$ cat config.mk
export PLATFORM = sky130hd
export DESIGN_NAME = instr_fetch_unit_flat
export DESIGN_NICKNAME = d
export VERILOG_FILES = /design/src/rtl/instr_fetch_unit_if.sv /design/src/rtl/instr_fetch_unit.sv /design/src/flat_wrapper.sv
export SDC_FILE = /design/constraint.sdc
export NUM_CORES = 1
export LEC_CHECK = 0
export ABC_AREA = 1
export CORE_MARGIN = 3
export CORE_UTILIZATION = 51
export DETAILED_ROUTE_END_ITERATION = 6
export GPL_TIMING_DRIVEN = 0
export MAX_ROUTING_LAYER = met4
export PLACE_DENSITY = 0.86
export SLEW_MARGIN = 20
export SYNTH_ARGS = -nofsm -noshare
export SYNTH_HDL_FRONTEND = slang
export SYNTH_SLANG_ARGS = --single-unit
$ cat constraint.sdc
create_clock -name clk -period 3.9 [get_ports clk]
set_clock_uncertainty 0.1 [all_clocks]
set_input_delay 0.78 -clock clk [delete_from_list [all_inputs] [get_ports clk]]
set_output_delay 0.78 -clock clk [all_outputs]
set_load 0.02 [all_outputs]
$ cat src/rtl/instr_fetch_unit_if.sv
// instr_fetch_unit_if: control-unit, instruction-memory and decoded-field signals of the fetch unit.
interface instr_fetch_unit_if #(parameter int ADDR_W = 32);
   logic              updPC;
   logic [2:0]        brOp;
   logic              flag_neg;
   logic              flag_zero;
   logic              imem_req;
   logic [ADDR_W-1:0] imem_addr;
   logic [31:0]       imem_rdata;
   logic              imem_ack;
   logic [ADDR_W-1:0] pc;
   logic [5:0]        opcode;
   logic [4:0]        rs;
   logic [4:0]        rt;
   logic [4:0]        func;
   logic [15:0]       imm;
   logic [20:0]       br_off;
   logic              instr_valid;
   logic              br_taken;
   modport master (
      input  updPC, brOp, flag_neg, flag_zero, imem_rdata, imem_ack,
      output imem_req, imem_addr, pc, opcode, rs, rt, func, imm, br_off, instr_valid, br_taken
   );
   modport slave (
      output updPC, brOp, flag_neg, flag_zero, imem_rdata, imem_ack,
      input  imem_req, imem_addr, pc, opcode, rs, rt, func, imm, br_off, instr_valid, br_taken
   );
endinterface

$ cat src/rtl/instr_fetch_unit.sv
// instr_fetch_unit: program counter, branch resolution and instruction fetch over a req/ack port,
// holding the decoded fields stable between control-unit advance pulses.
module instr_fetch_unit #(
   parameter int                ADDR_W   = 32,
   parameter logic [ADDR_W-1:0] RESET_PC = '0
) (
   input logic                clk,
   input logic                rst,
   instr_fetch_unit_if.master bus
);
   typedef enum logic [1:0] {S_RESET, S_FETCH, S_HOLD} state_t;
   localparam logic [ADDR_W-1:0] PC0 = {RESET_PC[ADDR_W-1:2], 2'b00};
   state_t            r_state;
   logic [ADDR_W-1:0] r_pc;
   logic [ADDR_W-1:0] r_addr;
   logic [31:0]       r_instr;
   logic              r_req;
   logic              r_valid;
   logic              r_br;
   logic              r_upd_q;
   logic              w_edge;
   logic              w_taken;
   logic [ADDR_W-1:0] w_seq;
   logic [ADDR_W-1:0] w_tgt;
   assign w_edge  = bus.updPC & ~r_upd_q;
   assign w_seq   = r_pc + ADDR_W'(4);
   // word offset sign-extended and scaled to bytes; wraps modulo 2^ADDR_W
   assign w_tgt   = w_seq + {{(ADDR_W-23){r_instr[20]}}, r_instr[20:0], 2'b00};
   assign w_taken = (bus.brOp == 3'b000)
                  | (bus.brOp == 3'b001 &  bus.flag_neg)
                  | (bus.brOp == 3'b010 & ~bus.flag_neg & ~bus.flag_zero)
                  | (bus.brOp == 3'b011 &  bus.flag_zero);
   always_ff @(posedge clk or posedge rst) begin
      if (rst) begin
         r_state <= S_RESET;
         r_pc    <= PC0;
         r_addr  <= PC0;
         r_instr <= '0;
         r_req   <= 1'b0;
         r_valid <= 1'b0;
         r_br    <= 1'b0;
         r_upd_q <= 1'b0;
      end else begin
         r_upd_q <= bus.updPC;
         r_br    <= 1'b0;
         case (r_state)
            S_RESET: begin
               r_req   <= 1'b1;
               r_state <= S_FETCH;
            end
            S_FETCH: if (bus.imem_ack) begin
               r_instr <= bus.imem_rdata;
               r_pc    <= r_addr;
               r_valid <= 1'b1;
               r_req   <= 1'b0;
               r_state <= S_HOLD;
            end
            S_HOLD: if (w_edge) begin
               r_addr  <= w_taken ? w_tgt : w_seq;
               r_br    <= w_taken;
               r_valid <= 1'b0;
               r_req   <= 1'b1;
               r_state <= S_FETCH;
            end
            default: r_state <= S_RESET;
         endcase
      end
   end
   assign bus.imem_req    = r_req;
   assign bus.imem_addr   = r_addr;
   assign bus.pc          = r_pc;
   assign bus.opcode      = r_instr[31:26];
   assign bus.rs          = r_instr[25:21];
   assign bus.rt          = r_instr[20:16];
   assign bus.func        = r_instr[4:0];
   assign bus.imm         = r_instr[15:0];
   assign bus.br_off      = r_instr[20:0];
   assign bus.instr_valid = r_valid;
   assign bus.br_taken    = r_br;
endmodule

$ cat src/flat_wrapper.sv
// flat-port wrapper written by rule: the top's interface ports become plain ports
module instr_fetch_unit_flat 
#(
   parameter int                ADDR_W   = 32,
   parameter logic [ADDR_W-1:0] RESET_PC = '0
)
  (clk, rst, bus_updPC, bus_brOp, bus_flag_neg, bus_flag_zero, bus_imem_rdata, bus_imem_ack, bus_imem_req, bus_imem_addr, bus_pc, bus_opcode, bus_rs, bus_rt, bus_func, bus_imm, bus_br_off, bus_instr_valid, bus_br_taken);
  instr_fetch_unit_if #(.ADDR_W(ADDR_W)) bus_i ();
  input logic clk;
  input logic rst;
  input wire logic [$bits(bus_i.updPC)-1:0] bus_updPC;
  input wire logic [$bits(bus_i.brOp)-1:0] bus_brOp;
  input wire logic [$bits(bus_i.flag_neg)-1:0] bus_flag_neg;
  input wire logic [$bits(bus_i.flag_zero)-1:0] bus_flag_zero;
  input wire logic [$bits(bus_i.imem_rdata)-1:0] bus_imem_rdata;
  input wire logic [$bits(bus_i.imem_ack)-1:0] bus_imem_ack;
  output wire logic [$bits(bus_i.imem_req)-1:0] bus_imem_req;
  output wire logic [$bits(bus_i.imem_addr)-1:0] bus_imem_addr;
  output wire logic [$bits(bus_i.pc)-1:0] bus_pc;
  output wire logic [$bits(bus_i.opcode)-1:0] bus_opcode;
  output wire logic [$bits(bus_i.rs)-1:0] bus_rs;
  output wire logic [$bits(bus_i.rt)-1:0] bus_rt;
  output wire logic [$bits(bus_i.func)-1:0] bus_func;
  output wire logic [$bits(bus_i.imm)-1:0] bus_imm;
  output wire logic [$bits(bus_i.br_off)-1:0] bus_br_off;
  output wire logic [$bits(bus_i.instr_valid)-1:0] bus_instr_valid;
  output wire logic [$bits(bus_i.br_taken)-1:0] bus_br_taken;
  assign bus_i.updPC = bus_updPC;
  assign bus_i.brOp = bus_brOp;
  assign bus_i.flag_neg = bus_flag_neg;
  assign bus_i.flag_zero = bus_flag_zero;
  assign bus_i.imem_rdata = bus_imem_rdata;
  assign bus_i.imem_ack = bus_imem_ack;
  assign bus_imem_req = bus_i.imem_req;
  assign bus_imem_addr = bus_i.imem_addr;
  assign bus_pc = bus_i.pc;
  assign bus_opcode = bus_i.opcode;
  assign bus_rs = bus_i.rs;
  assign bus_rt = bus_i.rt;
  assign bus_func = bus_i.func;
  assign bus_imm = bus_i.imm;
  assign bus_br_off = bus_i.br_off;
  assign bus_instr_valid = bus_i.instr_valid;
  assign bus_br_taken = bus_i.br_taken;
  instr_fetch_unit #(.ADDR_W(ADDR_W), .RESET_PC(RESET_PC)) u_core (.clk(clk), .rst(rst), .bus(bus_i));
endmodule
=== Word level (Yosys, flattened, before mapping) ===
Cells that the tools add are included.
Widths: inputs -> output; s select.

* Bits in latches: 0
* Register bits: 102
* Logic and storage cells: 49
* Memory bits (writable): 0
* Memory bits (read-only): 0
* Input bits: 41
* Memories: 0
* Output and inout port bits: 125

* Bitwise operators: 11
* Equality and inequality tests: 7
* Multipliers: 0
* Shifts and indexed selects: 0
* Reduce and logical (&&, ||, !) cells: 9
* Muxes and demuxes: 12
* Divide/modulo/power cells: 0
* Add/subtract/negate cells: 2
* $lt $le $gt $ge: 0

{| class="wikitable"
|+ Operators with widths
! cell !! number
|-
| $add 32x3->32 const B || 1
|-
| $add 32x32->32 || 1
|-
| $mux 32 || 1
|-
| $eq 3x2->1 const B || 2
|-
| $mux 1 || 6
|-
| $pmux 2 s3 || 1
|-
| $reduce_and 2->1 || 3
|-
| $reduce_and 3->1 || 2
|-
| $and 1x1->1 || 5
|-
| $mux 2 || 2
|-
| $eq 3x1->1 const B || 1
|-
| $logic_not 3->1 || 1
|-
| $not 1->1 || 3
|-
| $or 1x1->1 || 3
|-
| $pmux 1 s3 || 1
|-
| $reduce_bool 3->1 || 1
|-
| $eq 2x1->1 const B || 1
|-
| $eq 2x2->1 const B || 1
|-
| $logic_not 2->1 || 1
|-
| $ne 2x1->1 const B || 1
|-
| $ne 2x2->1 const B || 1
|-
| $pmux 1 s2 || 1
|-
| $reduce_bool 2->1 || 1
|}

=== Longest topological paths before layout ===
Gate-level depths: netlist of the first run.

* Depth in word-level cells: 7
* Gate-level depth with buffers: 22
* Gate-level depth less buffers: 22

=== Least setup slack after synthesis of the first run ===
Ideal clock, no wire load.

* Path kind: reg2reg
* Start: register u_core.r_pc[2], in the netlist u_core.bus.pc[2]
* End: register u_core.r_addr[23], in the netlist u_core.bus.imem_addr[23]
* Library setup time: 0.113 ns
* Required time: 3.687 ns
* Period minus slack after synthesis: 2.777 ns
* Buffers on the path: 0
* Cell stages (with the launch flop): 19
* Slack: 1.123 ns
* Data arrival time: 2.564 ns
* Path through: dfrtp_1 -> ha_1 -> nand2_1 -> nor2_2 -> nand3_2 -> inv_1 -> nand2_1 -> xnor2_1 -> ha_1 -> nand2_1 -> nor2_1 -> and2_1 -> nand2_1 -> nand2_1 -> nand3_1 -> nand3_1 -> nand3_1 -> nand2_1 -> inv_1

* Word-level cells in the longest chain between the ends: 3

{| class="wikitable"
|+ Ends and longest elaborated chain
! what !! RTL line !! text
|-
| start, declared || instr_fetch_unit.sv:14 || <nowiki>logic [ADDR_W-1:0] r_pc;</nowiki>
|-
| start signal, assigned || instr_fetch_unit.sv:53 || <nowiki>r_pc <= r_addr;</nowiki>
|-
| $add 32x3->32 * || instr_fetch_unit.sv:26 || <nowiki>assign w_seq = r_pc + ADDR_W'(4);</nowiki>
|-
| $add 32x32->32 || instr_fetch_unit.sv:28 || <nowiki>assign w_tgt = w_seq + {{(ADDR_W-23){r_instr[20]}}, r_instr[20:0], 2'b00};</nowiki>
|-
| $mux 32 * || instr_fetch_unit.sv:59 || <nowiki>r_addr <= w_taken ? w_tgt : w_seq;</nowiki>
|-
| end signal, assigned || instr_fetch_unit.sv:59 ||
|-
| end, declared || instr_fetch_unit.sv:15 || <nowiki>logic [ADDR_W-1:0] r_addr;</nowiki>
|}

Every way passes the cells marked *; elsewhere a longest branch is shown, timed or not.
A chain may end at the register's enable or synchronous reset.

=== Worst setup path after layout of the first run ===
* Start: register u_core.r_pc[2], in the netlist u_core.bus.pc[2]
* End: register u_core.r_addr[20], in the netlist u_core.bus.imem_addr[20]

Same word-level chain as after synthesis.

==> reports/qor.csv, run 1 <==
stage,metric,value,unit
timing,setup TNS,0,ps
worst_setup_path,Critical Path End Type,flip-flop,
clocking,# hold bufs at CTS,0,
clocking,Clock Tree Root,clkbuf_16,
global_routing,global-route wire length before repair,35300,um
detailed_routing,Routed Antenna Nets,0,
worst_setup_path,Reg2Reg Depth,17,
worst_setup_path,Worst Setup Path Type,flip-flop to flip-flop,
detailed_routing,Routed WL,22040,um
global_routing,vias in the first global route,6930,
place,port buffer count,165,
synth,register area share after synthesis,35.43,%
synth,Mapped Cells,1062,
min_path,Hold WC Path Type,flip-flop to flip-flop,
worst_setup_path,crit path max fanout,7,
synth,number of synthesized flops with an enable pin,0,
clocking,clock sinks,102,
timing,worst hold slack,387.1,ps
clocking,"Setup Fix Bufs, Post-CTS",0,
die,die width,124.9,um
detailed_routing,Pre-Repair DR Iteration Count,7,
outcome,status,"finished, final reports clean",
worst_setup_path,flop2flop setup slack,490,ps
clocking,CTS Buf Count,9,
die,core area,13510,um2
global_routing,GRT Total Usage,28.88,%
timing,RSZ-0062 raised after global routing,no,
finish,"Core Util, Final",69.75,%
clocking,Worst-path clk slew,80,ps
global_routing,largest net degree at the start of global routing,58,
min_path,hold path start,u_core.r_instr[26],
worst_setup_path,r2r startpoint,u_core.bus.pc[2],
finish,Ant. Diodes,0,
place,Placement Setup Slack,661.9,ps
clocking,worst skew pair latency,360,ps
clocking,CTS tree,built,
finish,Area Overhead vs Synth,30.76,%
worst_setup_path,Startpoint Class,flip-flop,
place,DPL Wire Length,17420,um
timing,Slew Limit Fails,0,
timing,worst slew pin tran,629.0,ps
timing,Final setup violation count,0,
clocking,htree depth,3,
synth,"flops & latches, synth",102,
timing,fin crit period,3410,ps
timing,fin crit share,87.43,%
detailed_routing,Vias,7477,
job,Max-cap violations,0,
worst_setup_path,reg2reg end,u_core.bus.imem_addr[20],
die,IO Count,166,
min_path,hold path cells,2,
min_path,hold worst-path end,u_core.r_instr[26],
timing,Final Hold Fails,0,
synth,"Distinct cells, synth",43,
synth,Syn Area/Cell,6.784,um2
worst_setup_path,CP arrival,3570,ps
detailed_routing,wire length per cell,15.52,um
timing,Rel. slew slack,58.07,%
clocking,Clock Path Buffers,2,
power_and_ir_drop,leakage power,4.873,nW
synth,syn nets,1141,
timing,fmax,293.3,MHz
die,Starting Density,53.34,%
die,die area,15590,um2
place,final RePlAce weighted congestion,0.9856,
power_and_ir_drop,Pwr Density,943.9,nW/um2
clocking,Post-CTS Resized,0,
detailed_routing,Vias/cell,5.265,
timing,fin worst setup slack,490.2,ps
synth,most common flop cell mapped by yosys,dfrtp_1,
detailed_routing,initial drt markers,712,
global_routing,gr ovfl total,0,
synth,Async SR Flop Fraction,100.0,%
power_and_ir_drop,Max rail drop VDD,0.5376,mV
die,die height,124.9,um
detailed_routing,detailed-route DRC error count,0,
global_routing,initial antenna violation count,0,
finish,fraction of layout cells with a size suffix above 1,6.190,%
synth,Yosys warning total,0,
synth,"Cell Area, Synth",7204,um2
die,num rows,42,
worst_setup_path,"Req. time, crit path",4060,ps
finish,nets,1318,
logic make-up (layout without fill, tap and decap cells):
family	after synthesis	in the layout	share of synthesized area, %
adder cells (fa/ha/maj)	38	38	6.704
buffers and inverters	200	382	12.10
XOR/XNOR	23	23	2.900
flip-flops	102	102	35.43
AO/OA/AOI/OAI	112	112	8.753
AND/OR/NAND/NOR	587	587	34.11
metrics by stage:
step / std cells / cell area (um2) / power [mW]
after floorplan: 1062 / 7204 / 5.622
after global placement: 1403 / 9076 / 7.731
after detailed placement: 1404 / 9109 / 7.832
after CTS: 1420 / 9420 / 8.841
after global routing: 1420 / 9420 / 9.573
final: 1420 / 9420 / 8.892
layer usage:
layer | wire length (um) | share of wire (%) | global-route usage, % | vias to the layer above
li1 | - | - | - | 3657
met1 | 9873 | 45 | 41.16 | 3440
met2 | 9919 | 45 | 43.83 | 344
met3 | 1825 | 8.3 | 3.859 | 36
met4 | 422 | 1.9 | 7.526 | 0
met5 | 0 | 0 | - | -
cells in the mapped netlist, types with 2 or more instances:
library cell  number  area share, %
a21oi_1           38            2.6
a22oi_1            6           0.63
and2_1             8           0.69
buf_2              5           0.35
buf_4             26            2.7
clkbuf_1          13           0.68
dfrtp_1          102             35
ha_1              37            6.4
inv_1            149            7.8
inv_2              4           0.21
nand2_1          400             21
nand2_2            4           0.35
nand3_1           57            4.0
nand3_2            2           0.28
nand4_1           16            1.4
nor2_1            77            4.0
nor2_2             3           0.26
nor2_4             4           0.63
nor3_1             6           0.42
nor3_2             2           0.28
o211ai_1           2           0.21
o21ai_0           43            3.0
o21bai_1           6           0.63
o221ai_1           4           0.49
o22ai_1            9           0.78
or2_2              2           0.17
xnor2_1            9            1.1
xor2_1            13            1.6
placed cells by master, fill, tap and decap left out, types with 8 or more instances in the layout:
cell type / synthesis / layout
nand2_1: 400 / 400
clkdlybuf4s50_1: 0 / 165
inv_1: 149 / 148
dfrtp_1: 102 / 102
nor2_1: 77 / 77
nand3_1: 57 / 57
o21ai_0: 43 / 43
a21oi_1: 38 / 38
ha_1: 37 / 37
buf_4: 26 / 26
nand4_1: 16 / 16
clkbuf_1: 13 / 13
xor2_1: 13 / 13
o22ai_1: 9 / 9
xnor2_1: 9 / 9
clkbuf_16: 0 / 9
and2_1: 8 / 8
final cells by class:
type                            instances  area (um2)
Fill cell                            1113        4085
Tap cell                              176       220.2
Buffer                                 47       297.8
Clock buffer                            9       225.2
Timing Repair Buffer                  166        1679
Inverter                              153       579.3
Sequential cell                       102        2552
Multi-Input combinational cell        760        3780
Clock inverter                          7       86.33
power by group:
part           leakage [nW]  total (mW)  internal (mW)  switching (mW)
Clock                 0.156       0.963          0.515           0.448
Combinational          3.48        5.76           2.37            3.39
Sequential             1.24        2.17           1.55           0.621
how the worst max path moves through the flow:
stage                     start                       end  slack [ps]  cells after the start
2_1_floorplan               rst       u_core.bus.br_taken         340                      1
3_3_place_gp                rst        u_core.r_instr[16]       -1080                      2
3_5_place_dp   u_core.bus.pc[2]  u_core.bus.imem_addr[15]         660                     15
4_1_cts        u_core.bus.pc[2]  u_core.bus.imem_addr[20]         570                     17
5_1_grt        u_core.bus.pc[2]  u_core.bus.imem_addr[22]         270                     18
6_report       u_core.bus.pc[2]  u_core.bus.imem_addr[20]         490                     17
worst max-delay path, cell delays in order (launching register included):
cell and delay (ps):
dfrtp_1 480, ha_1 210, nand2_1 90, nor2_2 170
nand3_2 160, xor2_1 200, inv_1 120, ha_1 350
nand2_1 170, inv_1 60, a21oi_1 290, nand3_1 250
nand2_1 110, nand2_1 80, xnor2_1 270, nand2_1 90
nand2_1 60, inv_1 30
registers in the layout, summed over array words and instances (netlist names):
signal                  flops
u_core.r_instr             32
u_core.bus.instr_valid      1
u_core.r_state              2
u_core.r_upd_q              1
u_core.bus.pc              32
u_core.bus.br_taken         1
u_core.bus.imem_req         1
u_core.bus.imem_addr       32
Note: power is estimated with default switching activity, not from simulation.
==> inputs of run 2 (changes only) <==
- CORE_ASPECT_RATIO: unset -> 1.25
- CORE_UTILIZATION: 51 -> 55
- PLACE_DENSITY: 0.86 -> 0.92
- clock period: 3.9 -> 4.4 ns (I/O delays scaled with it)
==> run 2 against run 1 <==
  * Critical path depth shrank 2
  * Highest routed layer unchanged
  * Critical endpoint is now u_core.bus.imem_addr[15]
  * Via count is 1.2% higher
  * Sequential power shrank 11%
  * Wire length is 4.9% higher
  * Core utilization is 4.1 points higher
  * Combinational power decreased by 11%
==> reports/qor.csv, run 2 (synthesis gave the netlist of run 1 again) <==
stage,metric,value,unit,change
worst_setup_path,flop2flop setup slack,840,ps,was 490 ps
worst_setup_path,Worst Setup Path Type,flip-flop to flip-flop,,unchanged
clocking,Worst-path clk slew,70,ps,was 80 ps
die,die width,108.4,um,was 124.9 um
global_routing,gr ovfl total,0,,unchanged
power_and_ir_drop,Clk pwr share,11.5,%,was 10.8%
power_and_ir_drop,Switching Share,49.85,%,was 50.14%
detailed_routing,detailed-route DRC error count,0,,unchanged
power_and_ir_drop,leakage power,4.883,nW,was 4.873 nW
detailed_routing,initial drt markers,523,,was 712
global_routing,GRT Total Usage,33.09,%,was 28.88%
finish,"commonest non-fill, non-tap cell in the layout",nand2_1,,unchanged
worst_setup_path,CP max stage cell,dfrtp_1,,unchanged
finish,Area Overhead vs Synth,30.97,%,was 30.76%
detailed_routing,Vias/cell,5.358,,was 5.265
timing,Final Hold Fails,0,,unchanged
timing,fin crit period,3562,ps,was 3410 ps
worst_setup_path,CP peak stage delay,480,ps,about the same
worst_setup_path,Critical Path End Type,flip-flop,,unchanged
timing,Final setup violation count,0,,unchanged
timing,Slew Limit Fails,0,,unchanged
clocking,# hold bufs at CTS,0,,unchanged
power_and_ir_drop,Pwr Density,846.4,nW/um2,was 943.9 nW/um2
power_and_ir_drop,Max rail drop VDD,0.4810,mV,was 0.5376 mV
place,port buffer count,165,,unchanged
power_and_ir_drop,Cell Int Power,4.005,mW,was 4.434 mW
die,Starting Density,56.38,%,was 53.34%
timing,fmax,280.8,MHz,was 293.3 MHz
die,core area,12780,um2,was 13510 um2
finish,nets,1318,,unchanged
finish,fraction of layout cells with a size suffix above 1,6.190,%,unchanged
job,Max-cap violations,0,,unchanged
finish,"commonest non-fill, non-tap cells in the layout","nand2_1, clkdlybuf4s50_1, inv_1",,unchanged
die,IO Count,166,,unchanged
die,num rows,46,,was 42
clocking,Clock Path Buffers,2,,unchanged
global_routing,global-route wire length before repair,36360,um,was 35300 um
timing,fin crit share,80.94,%,was 87.43%
clocking,CTS Buf Count,9,,unchanged
detailed_routing,Routed WL,23130,um,was 22040 um
timing,RSZ-0062 raised after global routing,no,,unchanged
finish,"Core Util, Final",73.84,%,was 69.75%
worst_setup_path,"Req. time, crit path",4530,ps,was 4060 ps
worst_setup_path,Startpoint Class,flip-flop,,unchanged
worst_setup_path,crit-path cells,ha_1 > nand2_1 > nor2_2 > nand3_2 > inv_1 > nand2_1 > xnor2_1 > ha_1 > a21oi_1 > nand2_1 > a21oi_1 > nand2_1 > or2_2 > nand3_1 > nand2_1,,was ha_1 > nand2_1 > nor2_2 > nand3_2 > xor2_1 > inv_1 > ha_1 > nand2_1 > inv_1 > a21oi_1 > nand3_1 > nand2_1 > nand2_1 > xnor2_1 > nand2_1 > nand2_1 > inv_1
clocking,htree depth,3,,unchanged
timing,Rel. slew slack,52.05,%,was 58.07%
die,die height,134.0,um,was 124.9 um
finish,Ant. Diodes,0,,unchanged
worst_setup_path,most frequent cell on the critical path,nand2_1,,unchanged
worst_setup_path,crit path max fanout,7,,unchanged
clocking,CTS tree,built,,unchanged
place,Placement Setup Slack,969.8,ps,was 661.9 ps
outcome,status,"finished, final reports clean",,unchanged
timing,fin worst setup slack,838.4,ps,was 490.2 ps
detailed_routing,Routed Antenna Nets,0,,unchanged
min_path,Hold WC Path Type,flip-flop to flip-flop,,unchanged
place,final RePlAce weighted congestion,0.9969,,was 0.9856
die,die area,14520,um2,was 15590 um2
finish,fillers,1017,,was 1113
worst_setup_path,CP arrival,3690,ps,was 3570 ps
power_and_ir_drop,Psw,3.981,mW,was 4.458 mW
global_routing,initial antenna violation count,0,,unchanged
detailed_routing,wire length per cell,16.38,um,was 15.52 um
detailed_routing,Pre-Repair DR Iteration Count,6,,was 7
global_routing,largest net degree at the start of global routing,68,,was 58
timing,worst slew pin tran,719.3,ps,was 629.0 ps
timing,setup TNS,0,ps,unchanged
power_and_ir_drop,Comb power frac,64.3,%,was 64.8%
detailed_routing,Vias,7566,,was 7477
global_routing,vias in the first global route,7165,,was 6930
clocking,Clock Tree Root,clkbuf_16,,unchanged
clocking,clock sinks,102,,unchanged
clocking,"Setup Fix Bufs, Post-CTS",0,,unchanged
power_and_ir_drop,sequential power share,24.2,%,was 24.4%
clocking,Post-CTS Resized,0,,unchanged
place,DPL Wire Length,18000,um,was 17420 um
clocking,worst skew pair latency,350,ps,was 360 ps
## run 2: metal layers
metal | global-route usage (%) | part of all wire (%)
met3 | 3.755 | 7.1
met5 | - | 0
met4 | 12.42 | 3.1
met2 | 55.81 | 50
met1 | 40.77 | 40
## run 2: area by class of cell
class	count	area (um2)	area share, %
inverter	153	579.3	6.140
timing repair buffer	166	1679	17.80
clock buffer	10	239.0	2.533
buffer	47	297.8	3.156
clock inverter	6	97.59	1.034
multi-input combinational	760	3780	40.06
tap	168	210.2	2.228
sequential	102	2552	27.05
## run 2: final timing paths
| check | to | depth (start not counted) | from |
|---|---|---|---|
| setup reg to reg | u_core.bus.imem_addr[15] | 15 | u_core.bus.pc[2] |
| max in group asynchronous | u_core.r_instr[18] | 3 | rst |
| hold / removal | u_core.r_instr[21] | 2 | u_core.r_instr[21] |
| hold reg to reg | u_core.r_instr[21] | 2 | u_core.r_instr[21] |
| min in group asynchronous | u_core.bus.imem_addr[28] | 2 | rst |
| setup / recovery | u_core.bus.imem_addr[15] | 15 | u_core.bus.pc[2] |
## run 2: power groups by stage
stage / sequential [mW] / clock, mW / combinational (mW)
2_1_floorplan: 2.30 / 0 / 2.68
3_3_place_gp: 1.90 / 0 / 4.92
3_5_place_dp: 1.92 / 0 / 5.06
4_1_cts: 1.91 / 0.916 / 5.10
5_1_grt: 1.98 / 0.957 / 5.62
6_report: 1.93 / 0.917 / 5.14
## run 2: critical path: cells and delay by family (launching register included)
kind	cells	cell delay [ps]
flops	1	480
compound gates	2	390
buf+inv	1	190
simple gates	9	1310
fa+ha+maj	2	590
xor+xnor	1	370
## run 2: through the flow
stage	hold WS [ps]	cells	power (mW)	area, um2
floorplan	373.6	1062	4.983	7204
global placement	353.9	1395	6.818	9066
detailed placement	369.4	1396	6.979	9099
CTS	387.8	1412	7.928	9435
global route	406.8	1412	8.552	9435
finish	387.0	1412	7.986	9435
==> inputs of run 3 (changes only) <==
- CORE_UTILIZATION: 55 -> 46
- PLACE_DENSITY: 0.92 -> 0.82
- clock period: 4.4 -> 3.21 ns (I/O delays scaled with it)
==> run 3 against run 2 <==
  * Register-to-register slack lost 760 ps
  * Cell count up 4.0%
  * Hold slack got worse by 12 ps
  * Total power grew 42%
  * Clock power up 22%
  * Cell area increased by 6.5%
  * Via count is 0.77% higher
  * Sequential cell count is the same
  * Largest power group unchanged
  * First-iteration DRC count up 22%
  * Worst setup slack worse by 760 ps
  * Highest routed layer unchanged
  * Count of clock-buffer cells in the layout down 1
  * Critical path depth rose by 2
==> reports/qor.csv, run 3 (synthesis gave the netlist of run 1 again) <==
stage,metric,value,unit,change
finish,"Core Util, Final",66.35,%,was 73.84%
worst_setup_path,reg2reg end,u_core.bus.imem_addr[29],,was u_core.bus.imem_addr[15]
power_and_ir_drop,Max rail drop VDD,0.5516,mV,was 0.4810 mV
timing,worst hold slack,375.4,ps,was 387.0 ps
die,IO Count,166,,unchanged
clocking,worst skew pair latency,370,ps,was 350 ps
detailed_routing,detailed-route DRC error count,0,,unchanged
worst_setup_path,CP arrival,3280,ps,was 3690 ps
timing,fin crit share,97.52,%,was 80.94%
clocking,Worst-path clk slew,80,ps,was 70 ps
worst_setup_path,crit-path cells,buf_4 > nand3_4 > nor3_4 > nand4_1 > inv_2 > nand3_1 > and2_4 > ha_1 > nand2_1 > nor2_2 > nand2_1 > nor3_1 > nand2_1 > nand2_1 > nand2_1 > nand3_1 > nand2_1,,was ha_1 > nand2_1 > nor2_2 > nand3_2 > inv_1 > nand2_1 > xnor2_1 > ha_1 > a21oi_1 > nand2_1 > a21oi_1 > nand2_1 > or2_2 > nand3_1 > nand2_1
clocking,# hold bufs at CTS,0,,unchanged
die,num rows,50,,was 46
worst_setup_path,r2r startpoint,u_core.bus.pc[2],,unchanged
finish,"commonest non-fill, non-tap cells in the layout","nand2_1, clkdlybuf4s50_1, inv_1",,unchanged
timing,Rel. slew slack,44.13,%,was 52.05%
die,die width,117.9,um,was 108.4 um
timing,Final setup violation count,0,,unchanged
worst_setup_path,CP max stage cell,dfrtp_2,,was dfrtp_1
min_path,hold path start,u_core.bus.instr_valid,,was u_core.r_instr[21]
timing,Final Hold Fails,0,,unchanged
place,port buffer count,165,,unchanged
finish,fraction of layout cells with a size suffix above 1,13.73,%,was 6.190%
worst_setup_path,CP peak stage delay,420,ps,was 480 ps
clocking,htree depth,3,,unchanged
place,DPL Wire Length,18290,um,was 18000 um
job,Max-cap violations,0,,unchanged
detailed_routing,Vias,7624,,was 7566
power_and_ir_drop,Comb power frac,66.3,%,was 64.3%
timing,fmax,319.4,MHz,was 280.8 MHz
detailed_routing,Routed WL,23230,um,was 23130 um
timing,RSZ-0062 raised after global routing,yes,,was no
global_routing,gr ovfl total,0,,unchanged
worst_setup_path,Startpoint Class,flip-flop,,unchanged
finish,Ant. Diodes,0,,unchanged
timing,fin worst setup slack,79.55,ps,was 838.4 ps
global_routing,initial antenna violation count,0,,unchanged
power_and_ir_drop,Pwr Density,1133,nW/um2,was 846.4 nW/um2
detailed_routing,Routed Antenna Nets,0,,unchanged
power_and_ir_drop,Clk pwr share,9.9,%,was 11.5%
die,core area,15140,um2,was 12780 um2
power_and_ir_drop,total power draw,11.38,mW,was 7.986 mW
place,final RePlAce weighted congestion,0.9617,,was 0.9969
finish,nets,1334,,was 1318
global_routing,vias in the first global route,7245,,was 7165
detailed_routing,Vias/cell,5.193,,was 5.358
clocking,Clock Tree Root,clkbuf_16,,unchanged
die,die height,145.9,um,was 134.0 um
finish,post-route cell area,10040,um2,was 9435 um2
clocking,CTS tree,built,,unchanged
global_routing,global-route wire length before repair,36930,um,was 36360 um
worst_setup_path,Reg2Reg Depth,17,,was 15
detailed_routing,initial drt markers,636,,was 523
place,Area after DPL,9180,um2,was 9099 um2
timing,fin crit period,3130,ps,was 3562 ps
global_routing,GRT Total Usage,27.36,%,was 33.09%
clocking,clock sinks,102,,unchanged
worst_setup_path,most frequent cell on the critical path,nand2_1,,unchanged
timing,Slew Limit Fails,0,,unchanged
min_path,hold path cells,2,,unchanged
worst_setup_path,Critical Path End Type,flip-flop,,unchanged
worst_setup_path,Worst Setup Path Type,flip-flop to flip-flop,,unchanged
place,Placement Setup Slack,-278.7,ps,was 969.8 ps
finish,FF+latch area,2565,um2,was 2552 um2
min_path,hold worst-path end,u_core.bus.instr_valid,,was u_core.r_instr[21]
worst_setup_path,flop2flop setup slack,80,ps,was 840 ps
finish,Area Overhead vs Synth,39.42,%,was 30.97%
finish,fillers,1317,,was 1017
detailed_routing,Pre-Repair DR Iteration Count,5,,was 6
clocking,CTS Buf Count,9,,unchanged
timing,worst slew pin tran,838.1,ps,was 719.3 ps
die,Starting Density,47.59,%,was 56.38%
finish,"commonest non-fill, non-tap cell in the layout",nand2_1,,unchanged
die,die area,17210,um2,was 14520 um2
power_and_ir_drop,sequential power share,23.8,%,was 24.2%
power_and_ir_drop,Cell Int Power,5.635,mW,was 4.005 mW
finish,Multi-input gate area,4217,um2,was 3780 um2
worst_setup_path,crit path max fanout,5,,was 7
outcome,status,"finished, final reports clean",,unchanged
power_and_ir_drop,leakage power,5.006,nW,was 4.883 nW
detailed_routing,wire length per cell,15.83,um,was 16.38 um
clocking,Clock Path Buffers,2,,unchanged
worst_setup_path,"Req. time, crit path",3360,ps,was 4530 ps
power_and_ir_drop,Switching Share,50.46,%,was 49.85%
global_routing,largest net degree at the start of global routing,31,,was 68
min_path,Hold WC Path Type,flip-flop to flip-flop,,unchanged
power_and_ir_drop,Psw,5.741,mW,was 3.981 mW
-- run 3: metrics by stage --
step                      instances  TNS, ps
after floorplan                1062        0
after global placement         1435   -750.2
after detailed placement       1438    -1412
after CTS                      1455        0
after global routing           1468   -381.2
final                          1468        0
-- run 3: worst max path at each step --
| stage | from | to | slack (ps) |
|---|---|---|---|
| final | u_core.bus.pc[2] | u_core.bus.imem_addr[29] | 80 |
| after global routing | u_core.bus.pc[12] | u_core.bus.imem_addr[25] | -60 |
| after CTS | u_core.bus.pc[3] | u_core.bus.imem_addr[25] | 7 |
| after detailed placement | u_core.bus.pc[2] | u_core.bus.imem_addr[23] | -280 |
| after global placement | u_core.bus.pc[2] | u_core.bus.imem_addr[23] | -220 |
| after floorplan | u_core.bus.pc[2] | u_core.bus.imem_addr[23] | 430 |
-- run 3: critical path: cells and delay by family, from the launching register on --
kind                       cells  cell delay, ps
adders and majority gates      1             310
buffers and inverters          2             260
DFF                            1             420
and+or+nand+nor               14            1920
-- run 3: cell type report --
| cell class | instances | area share, % |
|---|---|---|
| buffer | 47 | 2.965 |
| clock buffer | 9 | 2.242 |
| clock inverter | 7 | 0.7848 |
| inverter | 153 | 5.780 |
| multi-input combinational | 760 | 41.98 |
| sequential | 102 | 25.54 |
| tap | 208 | 2.591 |
| timing repair buffer | 182 | 18.12 |
-- run 3: what timing repair did --
item,CTS,global route
buffers inserted,1,13
pin swaps,1,15
endpoints found under the setup margin,15,19
gates resized for setup,8,93
-- run 3: power groups by stage --
stage,Sequential (mW),Combinational [mW],Clock (mW)
final,2.71,7.55,1.12
after global routing,2.78,8.26,1.18
after CTS,2.62,7.00,1.13
after detailed placement,2.64,6.92,0
after global placement,2.61,6.78,0
after floorplan,3.15,3.68,0
-- run 3: per-layer routing --
layer	part of all wire [%]	vias to the layer above	global-route usage, %
li1	-	3686	-
met4	2.7	0	9.853
met3	6.7	53	3.227
met1	40	3572	33.51
met2	51	313	46.68
met5	0	-	-
